--- config.mk ---
export PLATFORM = sky130hd
export DESIGN_NAME = npu_spi_link
export DESIGN_NICKNAME = d
export VERILOG_FILES = /design/src/rtl/npu_spi_pkg.sv /design/src/rtl/npu_sync_edge.sv /design/src/rtl/npu_spi_link.sv
export SDC_FILE = /design/constraint.sdc
export NUM_CORES = 1
export LEC_CHECK = 0
export ABC_AREA = 1
export CAP_MARGIN = 20
export CORE_MARGIN = 4
export CORE_UTILIZATION = 60
export CTS_CLUSTER_SIZE = 25
export DETAILED_ROUTE_END_ITERATION = 12
export DONT_BUFFER_PORTS = 1
export PLACE_DENSITY = 0.78
export REMOVE_ABC_BUFFERS = 1
export SLEW_MARGIN = 5
export SYNTH_ARGS = -nofsm -noshare
export SYNTH_HDL_FRONTEND = slang
export SYNTH_HIERARCHICAL = 1
export SYNTH_SLANG_ARGS = --single-unit
--- constraint.sdc ---
create_clock -name clk -period 4.4 [get_ports clk]
set_clock_uncertainty 0.15 [all_clocks]
set_input_delay 0.44 -clock clk [delete_from_list [all_inputs] [get_ports clk]]
set_output_delay 0.44 -clock clk [all_outputs]
set_load 0.01 [all_outputs]
--- src/rtl/npu_spi_pkg.sv ---
// npu_spi_pkg: shared FSM state type and default frame widths for the SPI link
package npu_spi_pkg;
    typedef enum logic [1:0] {IDLE, SHIFT, HOLD} state_t;
    localparam int FRAME_W_DEF = 24;
    localparam int RSP_W_DEF = 8;
endpackage

--- src/rtl/npu_sync_edge.sv ---
// npu_sync_edge: multi-flop synchroniser with registered rise/fall detection
module npu_sync_edge #(
    parameter int STAGES = 2,
    parameter logic RST_VAL = 1'b0
) (
    input  logic clk,
    input  logic rst_n,
    input  logic din,
    output logic level,
    output logic rise,
    output logic fall
);
    logic [STAGES-1:0] sync;
    logic prev;
    always_ff @(posedge clk or negedge rst_n) begin
        if (!rst_n) begin
            sync <= {STAGES{RST_VAL}};
            prev <= RST_VAL;
        end else begin
            sync <= {sync[STAGES-2:0], din};
            prev <= sync[STAGES-1];
        end
    end
    assign level = sync[STAGES-1];
    assign rise = level & ~prev;
    assign fall = ~level & prev;
endmodule

--- src/rtl/npu_spi_link.sv ---
// npu_spi_link: oversampled SPI slave taking FRAME_W-bit frames and returning an RSP_W-bit response
module npu_spi_link
    import npu_spi_pkg::*;
#(
    parameter int FRAME_W = FRAME_W_DEF,
    parameter int RSP_W = RSP_W_DEF,
    parameter bit CPOL = 1'b0,
    parameter bit CPHA = 1'b0,
    parameter int SYNC_STAGES = 2
) (
    input  logic               clk,
    input  logic               rst_n,
    input  logic               sclk,
    input  logic               mosi,
    input  logic               cs_n,
    output logic               miso,
    output logic [FRAME_W-1:0] rx_frame,
    output logic               rx_valid,
    input  logic               rx_ready,
    input  logic [RSP_W-1:0]   tx_data,
    input  logic               tx_valid,
    output logic               tx_ready,
    output logic               frame_err,
    output logic               overrun,
    input  logic               err_clr
);
    localparam int CW = $clog2(FRAME_W + 1);
    localparam logic [CW-1:0] LAST = CW'(FRAME_W - 1);
    localparam bit SAMPLE_LVL = CPOL ~^ CPHA;
    state_t state;
    logic [CW-1:0] cnt;
    logic [FRAME_W-2:0] rx_sh;
    logic [FRAME_W-1:0] rx_next;
    logic [RSP_W-1:0] tx_sh, tx_load;
    logic [SYNC_STAGES-1:0] mosi_sync, settle;
    logic armed, sclk_lvl, sclk_rise, sclk_fall, cs_lvl, cs_rise, cs_fall, sample, drive;
    npu_sync_edge #(.STAGES(SYNC_STAGES), .RST_VAL(CPOL)) u_sclk_sync (
        .clk(clk), .rst_n(rst_n), .din(sclk), .level(sclk_lvl), .rise(sclk_rise), .fall(sclk_fall)
    );
    npu_sync_edge #(.STAGES(SYNC_STAGES), .RST_VAL(1'b1)) u_cs_sync (
        .clk(clk), .rst_n(rst_n), .din(cs_n), .level(cs_lvl), .rise(cs_rise), .fall(cs_fall)
    );
    assign sample = (sclk_rise | sclk_fall) && sclk_lvl == SAMPLE_LVL;
    assign drive = (sclk_rise | sclk_fall) && sclk_lvl != SAMPLE_LVL;
    assign rx_next = {rx_sh, mosi_sync[SYNC_STAGES-1]};
    assign tx_load = tx_valid ? tx_data : '0;
    always_ff @(posedge clk or negedge rst_n) begin
        if (!rst_n) begin
            state <= IDLE;
            cnt <= '0;
            rx_sh <= '0;
            tx_sh <= '0;
            mosi_sync <= '0;
            settle <= '0;
            armed <= 1'b0;
            miso <= 1'b0;
            rx_frame <= '0;
            rx_valid <= 1'b0;
            tx_ready <= 1'b0;
            frame_err <= 1'b0;
            overrun <= 1'b0;
        end else begin
            settle <= {settle[SYNC_STAGES-2:0], 1'b1};
            mosi_sync <= {mosi_sync[SYNC_STAGES-2:0], mosi};
            armed <= armed | (settle[SYNC_STAGES-1] & cs_lvl);
            tx_ready <= 1'b0;
            frame_err <= 1'b0;
            if (err_clr) overrun <= 1'b0;
            if (rx_valid && rx_ready) rx_valid <= 1'b0;
            if (cs_rise) begin
                state <= IDLE;
                miso <= 1'b0;
                frame_err <= state == SHIFT && cnt != '0;
            end else if (state == IDLE && cs_fall && armed) begin
                state <= SHIFT;
                cnt <= '0;
                tx_ready <= tx_valid;
                tx_sh <= CPHA ? tx_load : tx_load << 1;
                miso <= !CPHA && tx_load[RSP_W-1];
            end else if (state == SHIFT && sample) begin
                rx_sh <= rx_next[FRAME_W-2:0];
                cnt <= cnt + 1'b1;
                if (cnt == LAST) begin
                    state <= HOLD;
                    miso <= 1'b0;
                    if (!rx_valid || rx_ready) begin
                        rx_frame <= rx_next;
                        rx_valid <= 1'b1;
                    end else begin
                        overrun <= 1'b1;
                    end
                end
            end else if (state == SHIFT && drive) begin
                miso <= tx_sh[RSP_W-1];
                tx_sh <= tx_sh << 1;
            end
        end
    end
endmodule

# After elaboration in Yosys (flattened, before gate mapping)
# Cells that the tools add are included.
# totals
register_bits,78
input_bits,16
out_inout_bits,29
elab_cells,88
# classes
addsub,1
eq_ne,4
mux,30
bitwise_logic,13
n_reduce_logical,23
# ops
op,count
$mux 8,4
$mux 1,20
$mux 5,2
$logic_and 1x1->1,8
$mux 2,4
$not 1->1,6
$reduce_and 2->1,3
$reduce_and 3->1,2
$reduce_bool 3->1,2
$add 5x1->5 const B,1
$and 1x1->1,5
$eq 5x5->1 const B,1
$reduce_and 5->1,1
$reduce_bool 5->1,1
$ne 4x3->1 const B,1
$reduce_bool 2->1,2
$reduce_bool 4->1,1
$eq 2x1->1 const B,1
$logic_not 2->1,1
$ne 2x2->1 const B,1
$or 1x1->1,2
$logic_not 1->1,1
$logic_or 1x1->1,1

# Logic depth before layout (Yosys ltp)
# Gate-level depths: netlist of the first run.
# depth
depth_word,9
ltp_mapped,11
ltp_nobuf,11

# Hierarchy
# Netlist of the first run, hierarchy kept.
# modules_own_cells
module,instances,cells_each,area_each_um2,seq_area_each_um2
npu_spi_link,1,343,2949.1,1776.7
npu_sync_edge at u_cs_sync,1,7,93.8,78.8
npu_sync_edge at u_sclk_sync,1,7,90.1,75.1

# Least setup slack after synthesis of the first run
# OpenSTA, ideal clock, no wires.
# synth_path
path_type,reg-to-reg
from,reg u_cs_sync.sync[1]
to,reg rx_frame[14]
setup_time_ns,0.118
arrival_time_ns,1.443
t_required_ns,4.132
slack_ns,2.690
path_stages_with_launch,11
path_buffers,1
synth_period_minus_slack_ns,1.710
path_cell_list,dfstp_2 > nor2_1 > nand2_1 > inv_1 > nand2_2 > nand2_2 > nor2_4 > nand3_2 > buf_2 > nand2_1 > nand2_1
# synth_via
elab_chain_len,6
elab_cells_between_ends,8
classes_between,bitwise: 5; reduce/logical: 3
# synth_lines
element,line_no,rtl
start: declaration,npu_sync_edge.sv:13,logic [STAGES-1:0] sync;
start signal: assignment,npu_sync_edge.sv:17,sync <= {STAGES{RST_VAL}};
start signal: assignment,npu_sync_edge.sv:20,"sync <= {sync[STAGES-2:0], din};"
$not 1->1,npu_sync_edge.sv:26,assign fall = ~level & prev;
$and 1x1->1,npu_sync_edge.sv:26,
via cs_fall,npu_spi_link.sv:36,"logic armed, sclk_lvl, sclk_rise, sclk_fall, cs_lvl, cs_rise, cs_fall, sample, drive;"
$logic_and 1x1->1 (2 in series),npu_spi_link.sv:74,end else if (state == IDLE && cs_fall && armed) begin
$not 1->1 (no line),-,
$reduce_and 5->1 (no line),-,
end signal: assignment,npu_spi_link.sv:87,rx_frame <= rx_next;
end: declaration,npu_spi_link.sv:17,"output logic [FRAME_W-1:0] rx_frame,"
# The timed path passes the listed nets, and every way through them passes these cells.
# A chain may end at the register's enable or synchronous reset.

# Worst setup path after layout of the first run
# layout_path
from,reg cnt[0]
to,reg rx_frame[17]
# layout_via
elab_chain_len,2
# layout_lines
element,line_no,rtl
start: declaration,npu_spi_link.sv:31,logic [CW-1:0] cnt;
start signal: assignment,npu_spi_link.sv:82,cnt <= cnt + 1'b1;
$eq 5x5->1,npu_spi_link.sv:83,if (cnt == LAST) begin
$reduce_and 5->1 (no line),-,
# Every way passes these cells.

==> metrics.txt, run 1 <==
outcome=complete, no violations; Nets=~380; Final Wtd Congestion=~0.8; min Tclk post-route=2.528 ns; crit path max fanout=26; via count=2,281; H-tree level count=3; Ant. Diodes=0; Total Routing Usage GR=21.38%; sequential share of the synthesized area=61.62%; Final Cycle Share=57.45%; area occupied by multi-input gates=about 1100 µm²; gate count after technology mapping=357; antenna violations before repair=0; DR vias/cell=5.232; FF+latch count, synth=slightly below 80; RSZ-0062 raised after global routing=false; CTS Buffer Depth=2; Worst setup SP type=register; TritonRoute pass-1 iters=4; Avg Inst Size Synth=8.776 µm²; CP peak stage delay=0.64 ns; Die ar.=6442 µm²; fillers=413; Root Buffer Master=clkbuf_8; global-route wire length before repair=10.47 mm; post-DP HPWL=3.672 mm; final setup TNS=0 ns; IO Pins=45; crit-path most repeated cell=nand2_1; DIE WIDTH=around 80 µm; port buffer count=0; Final Setup Violations=0; clock slew at reported path FFs=0.08 ns; design area=approximately 3500 µm²; DRT Wirelength=5.910 mm; critical-path cell list=ha_1 -> nand2_1 -> inv_1 -> nand2_1 -> clkinv_1 -> nand3_2 -> nand2_1 -> nand2_1; initial DRC count=211; slowest CP cell=nand3_2; pre-CTS setup slack=1.890 ns; Setup CP Type=reg -> reg; normalized max-slew margin=38.11%; LEAKAGE=between 1.5 and 2 nW; Area Growth Syn to Fin=11.62%; Worst-Margin Slew=just over 0.9 ns; CTS tree=done; core box area=5075 µm²; GR Overflow Total=0; clock sinks=77; warnings from Yosys=6; Initial Utilization=between 60% and 70%; clk_lat worst skew=0.35 ns; Rows=26; Max Cap Violations=0; Inst Count DP=415; slack of the critical path=about 1.9 ns; cts bufs inserted=9; Worst Path Buf+Inv=2; DR WL/cell=13.56 µm; Reg area=1931 µm²; Die Ht=80.26 µm; Residual DRC=0; Setup crit end kind=register; delay-heaviest family, CP=simple AND/OR/NAND/NOR gates; Pwr Total=0.001594 W; Peak VDD IR=353.0 µV; Slew Viols, Final=0; Layout Cells excl Fill=436; Synth Cell Area=3133 µm²; post-route ant nets=0; pwr dens=455.7 nW/µm²; worst min path class=in -> reg; maximum number of pins on one net before global-route repair=slightly below 80; fmax=0.3956 GHz; Final Hold Fails=0; placed instance area=3171 µm²; Req. time, crit path=4.53 ns; Netlist cell types=23; share of cells above drive strength 1=around 7.4%; vias in the first global route=2,310; Setup Buffers After CTS=0; arrival time at the worst endpoint=2.66 ns
-- cell usage in the layout, fill, tap and decap left out, drive strengths merged --
master / n
a21o: 1
a21oi: 1
a41oi: 1
and2: 1
buf: 2
bufinv: 3
clkbuf: 13
clkinv: 1
conb: 1
dfrtp: 74
dfstp: 3
dlygate4sd3: 4
ha: 2
inv: 23
nand2: 178
nand3: 9
nand4: 25
nor2: 13
o21ai: 11
-- per-layer routing --
metal	vias to the layer above	GRT usage, %	wire length [µm]
li1	1127	-	-
met5	-	0	0
met4	0	9.966	94
met1	1091	27.87	2693
met3	11	6.278	293
met2	52	32.95	2829
-- timing repair --
| action | CTS | global route |
|---|---|---|
| gates resized for setup | 0 | 0 |
| hold buffers | 5 | 0 |
| endpoints found under the hold margin | 80 | 0 |
-- stage by stage --
step | utilization (%) | hold WS, ns
after floorplan | - | -0.005591
after global placement | 62.48 | -0.002953
after detailed placement | 62.48 | -0.003451
after CTS | 68.91 | 0.06012
after global routing | 68.91 | 0.06387
final | 68.91 | 0.06482
-- flip-flops by register name, indices dropped and copies added, names as in the netlist --
name / cells
rx_frame: 24
rx_sh: 23
tx_sh: 7
cnt: 5
mosi_sync: 2
settle: 2
state: 2
u_cs_sync/sync: 2
u_sclk_sync/sync: 2
armed: 1
frame_err: 1
miso: 1
overrun: 1
rx_valid: 1
tx_ready: 1
u_cs_sync/prev: 1
u_sclk_sync/prev: 1
-- area by class of cell --
class,instances,area share (%)
clock buffer,13,4.830
clock inverter,3,2.576
inverter,24,2.576
multi-input combinational,243,30.16
sequential,77,55.21
tap,70,2.504
timing repair buffer,6,2.147
-- power by group --
group | leakage (nW) | total (W) | switching (W) | internal [W]
clock network | 0.130 | 0.000669 | 0.000245 | 0.000424
logic | 0.756 | 0.000126 | 0.0000811 | 0.0000449
registers | 1.03 | 0.000799 | 0.0000364 | 0.000762
-- path summary, 6_finish.rpt --
check | start | to | slack, ns | cells after the start
max in group asynchronous | rst_n | rx_frame[15] | 3.29 | 2
worst min-delay path | tx_data[0] | tx_sh[1] | 0.06 | 2
worst min register to register | mosi_sync[0] | mosi_sync[1] | 0.20 | 0
worst max-delay path | cnt[0] | rx_frame[17] | 1.87 | 8
min in group asynchronous | rst_n | frame_err | 0.48 | 2
worst max register to register | cnt[0] | rx_frame[17] | 1.87 | 8
-- cells in the mapped netlist, drive strengths merged --
master  instances  area (µm²)
nand2         178       673.1
dfrtp          74        1852
nand4          25       156.4
inv            23       86.33
nor2           13       58.81
o21ai          11       55.05
buf             9       42.54
nand3           9       55.05
clkbuf          4       15.01
dfstp           3       78.83
ha              2       25.02
a21o            1       7.510
a21oi           1       5.000
a41oi           1       8.760
and2            1       6.260
clkinv          1       3.750
conb            1       3.750
-- cell families (layout without fill, tap and decap cells) --
group / after synthesis / in the layout / synth area share (%)
AO/OA/AOI/OAI: 14 / 14 / 2.436
adder cells (fa/ha/maj): 2 / 2 / 0.7986
other: 1 / 1 / 0.1197
buffers and inverters: 37 / 46 / 4.712
AND/OR/NAND/NOR: 226 / 226 / 30.31
flip-flops: 77 / 77 / 61.62
Power figures use the tool's default switching activity.
==> run 2, diff against run 1 <==
--- a/config.mk
+++ b/config.mk
@@ -8,11 +8,11 @@
 export ABC_AREA = 1
 export CAP_MARGIN = 20
 export CORE_MARGIN = 4
-export CORE_UTILIZATION = 60
+export CORE_UTILIZATION = 56
 export CTS_CLUSTER_SIZE = 25
 export DETAILED_ROUTE_END_ITERATION = 12
 export DONT_BUFFER_PORTS = 1
-export PLACE_DENSITY = 0.78
+export PLACE_DENSITY = 0.76
 export REMOVE_ABC_BUFFERS = 1
 export SLEW_MARGIN = 5
 export SYNTH_ARGS = -nofsm -noshare
==> constraint.sdc (replaced) <==
create_clock -name clk -period 2.3 [get_ports clk]
set_clock_uncertainty 0.15 [all_clocks]
set_input_delay 0.23 -clock clk [delete_from_list [all_inputs] [get_ports clk]]
set_output_delay 0.23 -clock clk [all_outputs]
set_load 0.01 [all_outputs]
==> metrics.txt, run 2 (synthesis gave the netlist of run 1 again) <==
outcome=complete, no violations; GR Overflow Total=0 (unchanged); Layout Cells excl Fill=453 (+3.9%); leading cell type in the layout, fill and taps excluded=nand2_1; met3 Resource Use GR=4.536% (-1.7 points); maximum number of pins on one net before global-route repair=78 (unchanged); core box area=5270 µm² (+3.8%); worst r2r path cells=11 (+3); Peak VDD IR=442.1 µV (+25%); Reg with most FFs=rx_frame; fmax=0.4700 GHz (+19%); post-route ant nets=0 (unchanged); via count=2,358 (+3.4%); Setup crit end=tx_sh[1]; TritonRoute pass-1 iters=4 (unchanged); initial DRC count=139 (-34%); worst reg2reg endpoint=tx_sh[1]; DR WL/cell=13.40 µm (-1.2%); Residual DRC=0 (unchanged); H-tree level count=3 (unchanged); delay-heaviest family, CP=buffers and inverters; Setup CP Type=reg -> reg; DR vias/cell=5.205 (-0.50%); Slew Viols, Final=0 (unchanged); CTS tree=done; critical-path cell list=inv_1 -> nor2_1 -> nand2_1 -> inv_1 -> nand2_2 -> inv_1 -> nand2_1 -> nor2_1 -> nand2_1 -> dlygate4sd3_1 -> o21ai_0; Req. time, crit path=2.41 ns (-2.12 ns); final core occ=68.02% (-0.89 points); biggest regs=rx_frame (24), rx_sh (23), tx_sh (7); Final Hold Fails=0 (unchanged); grt peak-use layer=met2; LEAKAGE=1.961 nW (+2.4%); antenna violations before repair=0 (unchanged); GR Util met1=25.45% (-2.4 points); CTS resizes=0 (unchanged); Rows=26 (unchanged); Root Buffer Master=clkbuf_8; Worst Path Buf+Inv=4 (+2); Area Growth Syn to Fin=14.42%; clock sinks=77 (unchanged); Total Routing Usage GR=19.47% (-1.9 points); FF-to-FF Start=u_cs_sync/prev; Ant. Diodes=0 (unchanged); global-route wire length before repair=9.942 mm (-5.0%); crit path max fanout=10 (-62%); min Tclk post-route=2.128 ns (-0.4002 ns); Die ar.=6855 µm² (+6.4%); IO Pins=45 (unchanged); Setup crit end kind=register; Levels on crit path=11 (+3); arrival time at the worst endpoint=2.23 ns (-0.43 ns); worst min path class=reg -> reg; DIE WIDTH=82.80 µm (+3.2%); design area=3585 µm² (+2.5%); Max Cap Violations=0 (unchanged); slack of the critical path=0.1723 ns (-1.700 ns); Final Cycle Share=92.51% (+35 points); Die Ht=82.80 µm (+3.2%); share of cells above drive strength 1=8.616% (+1.2 points); reg2reg setup slack=0.17 ns (-1.70 ns); Final Wtd Congestion=0.8434 (+3.4%); port buffer count=0 (unchanged); Final Setup Violations=0 (unchanged); vias in the first global route=2,185 (-5.4%); pwr dens=773.5 nW/µm² (+70%); CP peak stage delay=0.55 ns (-0.09 ns); RSZ-0062 raised after global routing=false; placed instance area=3216 µm² (+1.4%); Initial Utilization=59.45% (-2.3 points); cts bufs inserted=9 (unchanged); max reg flops=24 (unchanged); slowest CP cell=dlygate4sd3_1; DRT Wirelength=6.068 mm (+2.7%); most frequent cells in the layout=176 x nand2_1, 74 x dfrtp_1, 25 x nand4_1; final hold slack=0.2006 ns (+0.1357 ns); GRT met2 Usage=30.85% (-2.1 points); Nets=396 (+4.5%); clock slew at reported path FFs=0.08 ns (about the same); Worst setup SP type=register; Inst Count DP=421 (+1.4%); clk_lat worst skew=0.33 ns (-0.02 ns); pre-CTS setup slack=0.3750 ns (-1.515 ns); Worst Setup SP=u_cs_sync/prev; post-DP HPWL=3.950 mm (+7.6%); CTS Buffer Depth=2 (unchanged)
run 2: cell type report:
cell class	count	area, µm²
clock buffers	11	141.4
multi-input cells	243	1055
fillers	407	1685
inverters	24	90.09
well taps	70	87.58
flip-flops and latches	77	1931
repair buffers	23	230.2
clock inverters	5	50.05
run 2: worst min-delay path by stage:
stage,start,end,slack [ns],cells after the start
3_3_place_gp,rst_n,tx_sh[2],-0.21,0
6_report,settle[0],settle[1],0.20,0
5_1_grt,u_cs_sync/sync[0],u_cs_sync/sync[1],0.21,0
2_1_floorplan,rst_n,armed,-0.22,0
3_5_place_dp,rst_n,tx_sh[2],-0.21,0
4_1_cts,settle[0],settle[1],0.20,0
run 2: worst register-to-register path: stages (launching register included):
cell	delay, ns
dfstp_2	0.54
inv_1	0.04
nor2_1	0.07
nand2_1	0.05
inv_1	0.06
nand2_2	0.13
inv_1	0.11
nand2_1	0.09
nor2_1	0.13
nand2_1	0.06
dlygate4sd3_1	0.55
o21ai_0	0.07
run 2: stage by stage:
stage	TNS [ns]	power (W)
after floorplan	-2.988	0.001704
after global placement	0	0.001751
after detailed placement	0	0.001763
after CTS	0	0.002794
after global routing	0	0.002908
final	0	0.002773
run 2: power breakdown:
group	switching, W	internal (W)	total, W
Clock	0.000462	0.000524	0.000986
Sequential	0.0000703	0.00146	0.00153
Combinational	0.000160	0.0000987	0.000258
Total	0.000692	0.00208	0.00277
run 2: routing by layer:
metal	vias to the layer above	wire length (µm)
met5	-	0
met4	0	43
met3	4	345
met2	58	2886
met1	1139	2793
li1	1157	-
run 2: timing repair:
action,CTS,global route
endpoints found under the setup margin,0,0
setup buffers,0,0
hold endpoints to repair,90,0
hold buffers,16,0
==> run 3, diff against run 2 <==
--- a/config.mk
+++ b/config.mk
@@ -8,13 +8,14 @@
 export ABC_AREA = 1
 export CAP_MARGIN = 20
 export CORE_MARGIN = 4
-export CORE_UTILIZATION = 56
+export CORE_UTILIZATION = 59
+export CTS_BUF_LIST = sky130_fd_sc_hd__clkbuf_8
 export CTS_CLUSTER_SIZE = 25
 export DETAILED_ROUTE_END_ITERATION = 12
 export DONT_BUFFER_PORTS = 1
-export PLACE_DENSITY = 0.76
+export PLACE_DENSITY = 0.8
 export REMOVE_ABC_BUFFERS = 1
-export SLEW_MARGIN = 5
+export SLEW_MARGIN = 20
 export SYNTH_ARGS = -nofsm -noshare
 export SYNTH_HDL_FRONTEND = slang
 export SYNTH_HIERARCHICAL = 1
==> metrics.txt, run 3 (synthesis gave the netlist of run 1 again) <==
Net Sw Frac=26.01% (+1.1 points); clock slew at reported path FFs=0.08 ns (about the same); Setup crit end kind=register; vias in the first global route=2,289 (+4.8%); Root Buffer Master=clkbuf_8; global-route wire length before repair=10.67 mm (+7.3%); DRT Wirelength=6.211 mm (+2.4%); initial DRC count=197 (+42%); port buffer count=0 (unchanged); Area Growth Syn to Fin=13.34%; switching power=0.0006896 W (-0.32%); Final Wtd Congestion=0.8418 (-0.19%); DIE WIDTH=80.87 µm (-2.3%); Slew Viols, Final=0 (unchanged); placed instance area=3213 µm² (about the same); IO Pins=45 (unchanged); share of cells above drive strength 1=7.368% (-1.2 points); Setup Buffers After CTS=0 (unchanged); Met1 Routed Length=2.623 mm (-6.1%); routed wl met2=3.068 mm (+6.3%); DR vias/cell=5.193 (-0.23%); GR Overflow Total=0 (unchanged); pwr dens=746.6 nW/µm² (-3.5%); Max Cap Violations=0 (unchanged); CTS tree=done; sequential power share=57.6% (+2.5 points); min Tclk post-route=2.036 ns (-0.09195 ns); LEAKAGE=1.953 nW (-0.44%); Rows=26 (unchanged); Reg with most FFs=rx_frame; post-DP HPWL=3.897 mm (-1.3%); Req. time, crit path=2.39 ns (-0.02 ns); CTS Buffer Depth=2 (unchanged); Final Cycle Share=88.51% (-4.0 points); maximum number of pins on one net before global-route repair=78 (unchanged); DR top layer=met4; max reg flops=24 (unchanged); Peak VDD IR=528.6 µV (+20%); via count=2,337 (-0.89%); outcome=complete, no violations; Nets=393 (-0.76%); cts bufs inserted=9 (unchanged); Worst setup SP type=register; clock network power share=32.4% (-3.2 points); antenna violations before repair=0 (unchanged); TritonRoute pass-1 iters=4 (unchanged); design area=3551 µm² (-0.94%); final setup TNS=0 ns (unchanged); RSZ-0062 raised after global routing=false; clock sinks=77 (unchanged); biggest regs=rx_frame (24), rx_sh (23), tx_sh (7); Setup CP Type=reg -> reg; clk_lat worst skew=0.35 ns (+0.02 ns); H-tree level count=3 (unchanged); most frequent cells in the layout=176 x nand2_1, 74 x dfrtp_1, 26 x inv_1; Residual DRC=0 (unchanged); Power Internal=0.001962 W (-5.7%); post-route ant nets=0 (unchanged); leading cell type in the layout, fill and taps excluded=nand2_1; Comb power frac=10.0% (+0.7 points); Die Ht=80.87 µm (-2.3%); Ant. Diodes=0 (unchanged); worst min path class=reg -> reg; crit path max fanout=34 (+24); arrival time at the worst endpoint=2.13 ns (-0.10 ns); DR WL/cell=13.80 µm (+3.0%); met3 WL=436 µm (+26%); Final Setup Violations=0 (unchanged); core box area=5140 µm² (-2.5%); Die ar.=6540 µm² (-4.6%); Initial Utilization=60.95% (+1.5 points); fmax=0.4912 GHz (+4.5%); Final Hold Fails=0 (unchanged); Total Routing Usage GR=21.58% (+2.1 points)
==> run 3: cell types whose count changed in the layout (fill, tap and decap cells not counted), sizes merged <==
cell and change:
inv +4, clkbuf -1, buf -2, clkinv -2
dlygate4sd3 -1, bufinv -1
==> run 3: path summary, 6_finish.rpt <==
| check | startpoint | to | slack, ns | depth (start not counted) |
|---|---|---|---|---|
| min in group asynchronous | rst_n | state[0] | 0.26 | 2 |
| max in group asynchronous | rst_n | u_cs_sync/sync[0] | 1.39 | 2 |
| max | u_cs_sync/sync[1] | rx_sh[16] | 0.26 | 10 |
| max reg2reg | u_cs_sync/sync[1] | rx_sh[16] | 0.26 | 10 |
| min reg2reg | settle[0] | settle[1] | 0.19 | 0 |
| min | settle[0] | settle[1] | 0.19 | 0 |
==> run 3: metrics by stage <==
| step | util [%] | power [W] | std cells | hold WS, ns | setup WS [ns] |
|---|---|---|---|---|---|
| 6_report | 69.08 | 0.002651 | 450 | 0.1897 | 0.2642 |
| 5_1_grt | 69.08 | 0.002788 | 450 | 0.2063 | 0.05338 |
| 4_1_cts | 68.94 | 0.002667 | 450 | 0.1983 | 0.1499 |
| 3_5_place_dp | 62.51 | 0.001767 | 419 | -0.2138 | 0.1531 |
| 3_3_place_gp | 62.51 | 0.001748 | 419 | -0.2131 | 0.2245 |
| 2_1_floorplan | - | 0.001704 | 344 | -0.2156 | -0.1245 |
==> run 3: routing by layer <==
metal | up-vias | global-route usage [%]
li1 | 1156 | -
met1 | 1098 | 27.41
met2 | 74 | 34.81
met3 | 9 | 5.765
met4 | 0 | 9.628
met5 | - | 0
==> run 3: worst max-delay path: stages, from the launching register on <==
cell and delay [ns]:
dfstp_2 0.55, nor2_1 0.05, nand2_1 0.05, inv_1 0.04, nand2_2 0.15, nand2_2 0.10, nor2_4 0.23, buf_12 0.22
inv_2 0.19, nand2_1 0.12, nand2_1 0.05
==> run 3: layout make-up <==
class,count,area (µm²)
Clock buffer,10,137.6
Clock inverter,6,25.02
Fill cell,413,1589
Inverter,24,90.09
Multi-Input combinational cell,243,1062
Sequential cell,77,1931
Tap cell,70,87.58
Timing Repair Buffer,20,217.7
==> run 3: what timing repair did <==
item,4_1_cts,5_1_grt
hold endpoints to repair,90,0
gates resized for setup,0,1
endpoints found under the setup margin,0,21
hold buffers,15,0
==> run 3: power groups by stage <==
stage	combinational [W]	clock (W)	sequential (W)
after floorplan	0.000169	0	0.00154
after global placement	0.000201	0	0.00155
after detailed placement	0.000215	0	0.00155
after CTS	0.000266	0.000875	0.00153
after global routing	0.000313	0.000937	0.00154
final	0.000264	0.000860	0.00153
